File: config.mk
export PLATFORM = sky130hd
export DESIGN_NAME = dmem_arbiter_ctrl
export DESIGN_NICKNAME = d
export VERILOG_FILES = /design/src/rtl/dmem_arbiter_ctrl.sv
export SDC_FILE = /design/constraint.sdc
export NUM_CORES = 1
export LEC_CHECK = 0
export CORE_MARGIN = 5
export CORE_UTILIZATION = 40
export CTS_BUF_LIST = sky130_fd_sc_hd__clkbuf_16
export CTS_CLUSTER_DIAMETER = 200
export CTS_CLUSTER_SIZE = 40
export DETAILED_ROUTE_END_ITERATION = 16
export GPL_TIMING_DRIVEN = 0
export HOLD_SLACK_MARGIN = 0.1
export PLACE_DENSITY = 0.78
export SKIP_CTS_REPAIR_TIMING = 1
export SYNTH_ARGS = -nofsm -noshare
export SYNTH_HDL_FRONTEND = slang
export SYNTH_SLANG_ARGS = --single-unit
File: constraint.sdc
create_clock -name clk -period 2.05 [get_ports clk]
set_input_delay 0.205 -clock clk [delete_from_list [all_inputs] [get_ports clk]]
set_output_delay 0.205 -clock clk [all_outputs]
set_load 0.02 [all_outputs]
File: src/rtl/dmem_arbiter_ctrl.sv
// dmem_arbiter_ctrl: shares a single-port, word-addressed data memory between
// two requesters (m0 = core load/store, m1 = DMA/debug). Round-robin
// arbitration, byte-address to word-index conversion, read-modify-write for
// byte-enabled stores, and a registered, glitch-free write strobe with a full
// setup cycle ahead of it.
module dmem_arbiter_ctrl #(
  parameter int DATA_W      = 32,
  parameter int DEPTH_WORDS = 256,
  parameter int IDX_W       = 8
) (
  input  logic              clk,
  input  logic              rst_n,
  // requester 0
  input  logic              m0_req,
  input  logic              m0_we,
  input  logic [31:0]       m0_addr,
  input  logic [DATA_W-1:0] m0_wdata,
  input  logic [DATA_W/8-1:0] m0_be,
  output logic              m0_gnt,
  output logic              m0_done,
  // requester 1
  input  logic              m1_req,
  input  logic              m1_we,
  input  logic [31:0]       m1_addr,
  input  logic [DATA_W-1:0] m1_wdata,
  input  logic [DATA_W/8-1:0] m1_be,
  output logic              m1_gnt,
  output logic              m1_done,
  // shared response
  output logic [DATA_W-1:0] rsp_rdata,
  output logic              rsp_err,
  output logic              busy,
  // memory pins
  output logic [31:0]       mem_a,
  output logic [DATA_W-1:0] mem_wd,
  output logic              mem_we,
  input  logic [DATA_W-1:0] mem_rd
);

  localparam int BE_W = DATA_W / 8;

  localparam logic [2:0] S_IDLE    = 3'd0;
  localparam logic [2:0] S_ACCESS  = 3'd1;
  localparam logic [2:0] S_WSETUP  = 3'd2;
  localparam logic [2:0] S_WSTROBE = 3'd3;
  localparam logic [2:0] S_RESP    = 3'd4;

  // Controller state
  logic [2:0]        state_q,   state_d;
  logic              prio_q,    prio_d;    // id of the requester that wins a tie
  logic              owner_q,   owner_d;   // id of the requester being served
  logic              we_q,      we_d;
  logic [DATA_W-1:0] wdata_q,   wdata_d;
  logic [BE_W-1:0]   be_q,      be_d;
  logic              oor_q,     oor_d;     // latched out-of-range flag
  logic [31:0]       mem_a_q,   mem_a_d;
  logic [DATA_W-1:0] mem_wd_q,  mem_wd_d;
  logic              mem_we_q,  mem_we_d;
  logic [DATA_W-1:0] rdata_q,   rdata_d;
  logic              err_q,     err_d;

  // Arbitration results and the selected requester's fields
  logic              gnt0, gnt1, gnt_any;
  logic              sel_we;
  logic [31:0]       sel_addr;
  logic [DATA_W-1:0] sel_wdata;
  logic [BE_W-1:0]   sel_be;
  logic              sel_oor;

  // Read-modify-write helpers
  logic [DATA_W-1:0] byte_mask;
  logic [DATA_W-1:0] merged;

  // Byte-offset bits are don't-care for a word-addressed memory.
  logic unused_addr_lsbs;
  assign unused_addr_lsbs = ^{m0_addr[1:0], m1_addr[1:0]};

  // Round-robin pick: only in IDLE; the priority holder wins a tie.
  // NOTE: every signal assigned in an always_comb gets a default first, so no
  // path through the block can leave it unassigned and infer a latch.
  always_comb begin
    gnt0 = 1'b0;
    gnt1 = 1'b0;
    if (state_q == S_IDLE) begin
      if (m0_req && m1_req) begin
        gnt0 = ~prio_q;
        gnt1 =  prio_q;
      end else if (m0_req) begin
        gnt0 = 1'b1;
      end else if (m1_req) begin
        gnt1 = 1'b1;
      end
    end
  end

  assign gnt_any = gnt0 | gnt1;

  // Mux the granted requester's command fields.
  always_comb begin
    sel_we    = gnt1 ? m1_we    : m0_we;
    sel_addr  = gnt1 ? m1_addr  : m0_addr;
    sel_wdata = gnt1 ? m1_wdata : m0_wdata;
    sel_be    = gnt1 ? m1_be    : m0_be;
    sel_oor   = (sel_addr[31:2] >= 30'(DEPTH_WORDS));
  end

  // Expand byte enables into a bit mask and merge with the current word.
  always_comb begin
    byte_mask = '0;
    for (int i = 0; i < BE_W; i++) begin
      byte_mask[i*8 +: 8] = {8{be_q[i]}};
    end
    merged = (mem_rd & ~byte_mask) | (wdata_q & byte_mask);
  end

  // Next-state and datapath logic for the transaction sequencer.
  always_comb begin
    state_d  = state_q;
    prio_d   = prio_q;
    owner_d  = owner_q;
    we_d     = we_q;
    wdata_d  = wdata_q;
    be_d     = be_q;
    oor_d    = oor_q;
    mem_a_d  = mem_a_q;
    mem_wd_d = mem_wd_q;
    mem_we_d = 1'b0;
    rdata_d  = rdata_q;
    err_d    = err_q;

    case (state_q)
      S_IDLE: begin
        if (gnt_any) begin
          owner_d = gnt1;
          prio_d  = ~gnt1;
          we_d    = sel_we;
          wdata_d = sel_wdata;
          be_d    = sel_be;
          oor_d   = sel_oor;
          mem_a_d = 32'(sel_addr[IDX_W+1:2]);
          state_d = S_ACCESS;
        end
      end

      S_ACCESS: begin
        if (oor_q) begin
          err_d   = 1'b1;
          rdata_d = '0;
          state_d = S_RESP;
        end else if (!we_q) begin
          err_d   = 1'b0;
          rdata_d = mem_rd;
          state_d = S_RESP;
        end else if (be_q == '0) begin
          err_d   = 1'b0;
          state_d = S_RESP;
        end else begin
          err_d    = 1'b0;
          mem_wd_d = merged;
          state_d  = S_WSETUP;
        end
      end

      // Address and data already stable; raise the strobe for the next cycle.
      S_WSETUP: begin
        mem_we_d = 1'b1;
        state_d  = S_WSTROBE;
      end

      S_WSTROBE: begin
        state_d = S_RESP;
      end

      S_RESP: begin
        state_d = S_IDLE;
      end

      default: begin
        state_d = S_IDLE;
      end
    endcase
  end

  // State registers; reset clears everything, including the write strobe.
  // NOTE: sequential state uses non-blocking assignments so every flop
  // samples its pre-edge inputs regardless of statement order.
  always_ff @(posedge clk or negedge rst_n) begin
    if (!rst_n) begin
      state_q  <= S_IDLE;
      prio_q   <= 1'b0;
      owner_q  <= 1'b0;
      we_q     <= 1'b0;
      wdata_q  <= '0;
      be_q     <= '0;
      oor_q    <= 1'b0;
      mem_a_q  <= '0;
      mem_wd_q <= '0;
      mem_we_q <= 1'b0;
      rdata_q  <= '0;
      err_q    <= 1'b0;
    end else begin
      state_q  <= state_d;
      prio_q   <= prio_d;
      owner_q  <= owner_d;
      we_q     <= we_d;
      wdata_q  <= wdata_d;
      be_q     <= be_d;
      oor_q    <= oor_d;
      mem_a_q  <= mem_a_d;
      mem_wd_q <= mem_wd_d;
      mem_we_q <= mem_we_d;
      rdata_q  <= rdata_d;
      err_q    <= err_d;
    end
  end

  assign m0_gnt    = gnt0;
  assign m1_gnt    = gnt1;
  assign m0_done   = (state_q == S_RESP) && !owner_q;
  assign m1_done   = (state_q == S_RESP) &&  owner_q;
  assign rsp_rdata = rdata_q;
  assign rsp_err   = err_q;
  assign busy      = (state_q != S_IDLE);
  assign mem_a     = mem_a_q;
  assign mem_wd    = mem_wd_q;
  assign mem_we    = mem_we_q;

endmodule

==> results_dict.tcl <==
set metrics [dict create \
    outcome "finished with violations" \
    failed_checks "negative setup slack" \
    cp.arrival_ns 1.86 \
    p_switching_mw 4.62 \
    p_seq_share_pct 31.4 \
    top_achievable_clock_speed_mhz 484 \
    synth-seq-area-share_pct 53.9 \
    globalRouteMet3Util_pct 8.07 \
    layout_min_cycle_time_ns 2.07 \
    synth_ff_type "sky130_fd_sc_hd__dfrtp_1" \
    commonest_cells_after_routing_fill_and_taps_aside "sky130_fd_sc_hd__clkdlybuf4s50_1 (242), sky130_fd_sc_hd__dfrtp_1 (116), sky130_fd_sc_hd__mux2_2 (65), sky130_fd_sc_hd__nand2_1 (49), sky130_fd_sc_hd__o21ai_0 (43)" \
    post-layout-total-power_mw 12.4 \
    synthArstFlopShare_pct 100 \
    power.combinational.fraction_pct 48.1 \
    gr-usage-met1_pct 25.1 \
    hold_ws_ns 0.314 \
    max-vdd-ir-drop_v 0.000758 \
    regToRegStartpoint "state_q[2]$_DFFE_PN0P_" \
    vias 4825 \
    post-route-util_pct 66.5 \
    placementRows 42 \
    dieHeight_um 127 \
    tritoncts "built" \
    final.period_utilization_pct 101 \
    routed_via_density 5.02 \
    clock-root-buffer "sky130_fd_sc_hd__clkbuf_16" \
    cap_violations 0 \
    syn-mean-instance-area_um2 11.3 \
    layoutNonFillerInstCount 961 \
    drt_wl_total_um 17600 \
    place.detailed.instances 928 \
    clk_latency_ns 0.41 \
    layout-drive-gt1-share_pct 18.3 \
    yosys-top-cells-area "sky130_fd_sc_hd__dfrtp_1 (54%), sky130_fd_sc_hd__mux2_2 (13%), sky130_fd_sc_hd__a222oi_1 (6.3%)" \
    ant_nets 0 \
    grt_pass1_wl_um 27400 \
    cell_internal_pwr_mw 7.75 \
    grt_pass1_vias 5203 \
    initial_core_util_pct 40.9 \
    floorplan_die_area_um2 16000 \
    portbufs 248 \
    cp-end-kind "output port" \
    dpl-instance-area_um2 8250 \
    antenna_found_initial 0 \
    power_switching_share_pct 37.3 \
    antenna-diode-count 0 \
    clock_path_buffers 2 \
    netlist_area_um2 5430 \
    core_um2 13300 \
    setup_repair_after_global_routing_missed_its_margin "true" \
    num-fill-cells 1059 \
    multi_input_comb_area_um2 2150 \
    global_route.overflow_total 0 \
    synth_top_cell_area_share_pct 53.9 \
    synth_cell_types 32 \
    slew_violations 0 \
    groute.layer.met2.usage_pct 37.8 \
    setup.worst_path.class "flip-flop to output port" \
    cp_data_required_time_ns 1.85 \
    report.final.setup_viol 2 \
    p_leak_nw 4.04 \
    drc 0 \
    tritoncts_num_sinks 117 \
    r2r-end "wdata_q[15]$_DFFE_PN0P_" \
    final_standard_cell_area_without_fillers_um2 8840 \
    gr-usage-all-layers_pct 21.7 \
    cts_max_level 4 \
    hold_crit_path_type "input pin to asynchronous set/reset pin" \
    wl_per_cell_um 18.3 \
    worstMarginPinSlew_ns 0.682 \
    top_level_ports 277 \
    fin_setup_tns_ns -0.0275 \
    num-nets-final 949 \
    final-seq-area_um2 2930 \
    synth-edff-count 0 \
    drt_pre_antenna_iters 7 \
    post_synth_inst_count 480 \
    worstSetupStartpointType "flip-flop" \
    worst_r2r_setup_slack_ns 0.13 \
    timing.clock.skew_ns 0.0124 \
    power.density_nw_per_um2 1400 \
    dp_hpwl_um 13400 \
    worst_r2r_path_depth 5 \
    finalHoldViolations 0 \
    ys_seq_elements 117 \
    first_iter_violations 430 \
    layout_commonest_cell "sky130_fd_sc_hd__clkdlybuf4s50_1" \
    post-synth-top-area-cell "sky130_fd_sc_hd__dfrtp_1" \
    tritoncts.num_buffers 17 \
    max-slew-margin-rel_pct 54.2 \
    cts.reportedPaths.clkPinSlew_ns 0.05 \
    chipWidth_um 127 \
    pre_cts_ws_ns -0.534 \
    finalWeightedCongestion 0.877 \
    synthesis.yosys.warnings 0 \
    area.growth.synth_to_final_pct 62.7 \
    maximum_number_of_pins_on_one_net_before_global_route_repair 68 \
    timing.final.ws_setup_ns -0.0154 \
    critical_path_peak_fanout 10 \
    clock_power_share_pct 20.5 \
    global_route.peak_usage_layer "met2" \
]
[layout make-up]
cell class | count | share of cell area, %
clock inverters | 12 | 0.849
well taps | 176 | 2.49
repair buffers | 253 | 28.7
clock buffers | 17 | 4.81
inverters | 38 | 1.67
flip-flops and latches | 117 | 33.1
plain buffers | 55 | 3.99
multi-input cells | 293 | 24.3
[synthesized netlist by cell type, types with 2 or more instances]
cell	instances
sky130_fd_sc_hd__nor3_1	4
sky130_fd_sc_hd__buf_2	12
sky130_fd_sc_hd__mux2_2	65
sky130_fd_sc_hd__o21ai_0	43
sky130_fd_sc_hd__nand4_1	2
sky130_fd_sc_hd__buf_6	3
sky130_fd_sc_hd__buf_4	24
sky130_fd_sc_hd__nand2_1	49
sky130_fd_sc_hd__mux2i_1	11
sky130_fd_sc_hd__clkbuf_1	16
sky130_fd_sc_hd__nand2b_1	33
sky130_fd_sc_hd__nor2_1	3
sky130_fd_sc_hd__dfrtp_1	117
sky130_fd_sc_hd__nor4_1	10
sky130_fd_sc_hd__inv_1	37
sky130_fd_sc_hd__a222oi_1	34
sky130_fd_sc_hd__o21ai_1	2
[power by group through the flow]
| stage | clock [mW] | sequential, mW | combinational (mW) |
|---|---|---|---|
| detailed placement | 0 | 3.88 | 5.86 |
| floorplan | 0 | 4.44 | 2.71 |
| global route | 2.71 | 4.00 | 6.45 |
| CTS | 2.59 | 3.86 | 5.91 |
| global placement | 0 | 3.84 | 5.73 |
| finish | 2.54 | 3.89 | 5.95 |
[routing by layer]
layer  vias up  share of wire (%)  wire length (um)
met5         -                  0                 0
met4         0                1.2               203
met3        19                9.5              1680
met2       210                 52              9160
met1      2361                 37              6570
li1       2235                  -                 -
[kinds of logic after synthesis]
| kind of cell | Yosys count | share of synthesized area, % |
|---|---|---|
| simple gates | 111 | 11.0 |
| compound gates | 82 | 10.8 |
| flops | 117 | 53.9 |
| other cells | 1 | 0.0690 |
| mux | 76 | 15.5 |
| buf+inv | 93 | 8.77 |
[state kept, by name (all words and copies together), names as in the netlist]
name / flops
be_q: 4
mem_a: 8
mem_wd: 32
mem_we: 1
oor_q: 1
owner_q: 1
prio_q: 1
rsp_err: 1
rsp_rdata: 32
state_q: 3
wdata_q: 32
we_q: 1
[critical path, cell delays in order (launching register included)]
cell and delay [ns]:
sky130_fd_sc_hd__dfrtp_2 0.46, sky130_fd_sc_hd__nor3_4 0.28, sky130_fd_sc_hd__nand3_4 0.17, sky130_fd_sc_hd__inv_6 0.14, sky130_fd_sc_hd__buf_4 0.20, sky130_fd_sc_hd__clkbuf_2 0.19
[worst max path at each step]
stage | start | slack, ns | cells past startpoint | endpoint
final | state_q[2]$_DFFE_PN0P_ | -0.02 | 5 | m1_gnt
after global routing | state_q[0]$_DFFE_PN0P_ | -0.13 | 5 | m0_gnt
after CTS | state_q[1]$_DFFE_PN0P_ | -0.99 | 5 | m1_gnt
after detailed placement | state_q[1]$_DFFE_PN0P_ | -0.53 | 5 | m1_gnt
after global placement | rst_n | -3.59 | 1 | mem_a[0]$_DFFE_PN0P_
after floorplan | state_q[1]$_DFFE_PN0P_ | 0.35 | 4 | mem_wd[10]$_DFFE_PN0P_
(Power assumes the default switching activity.)
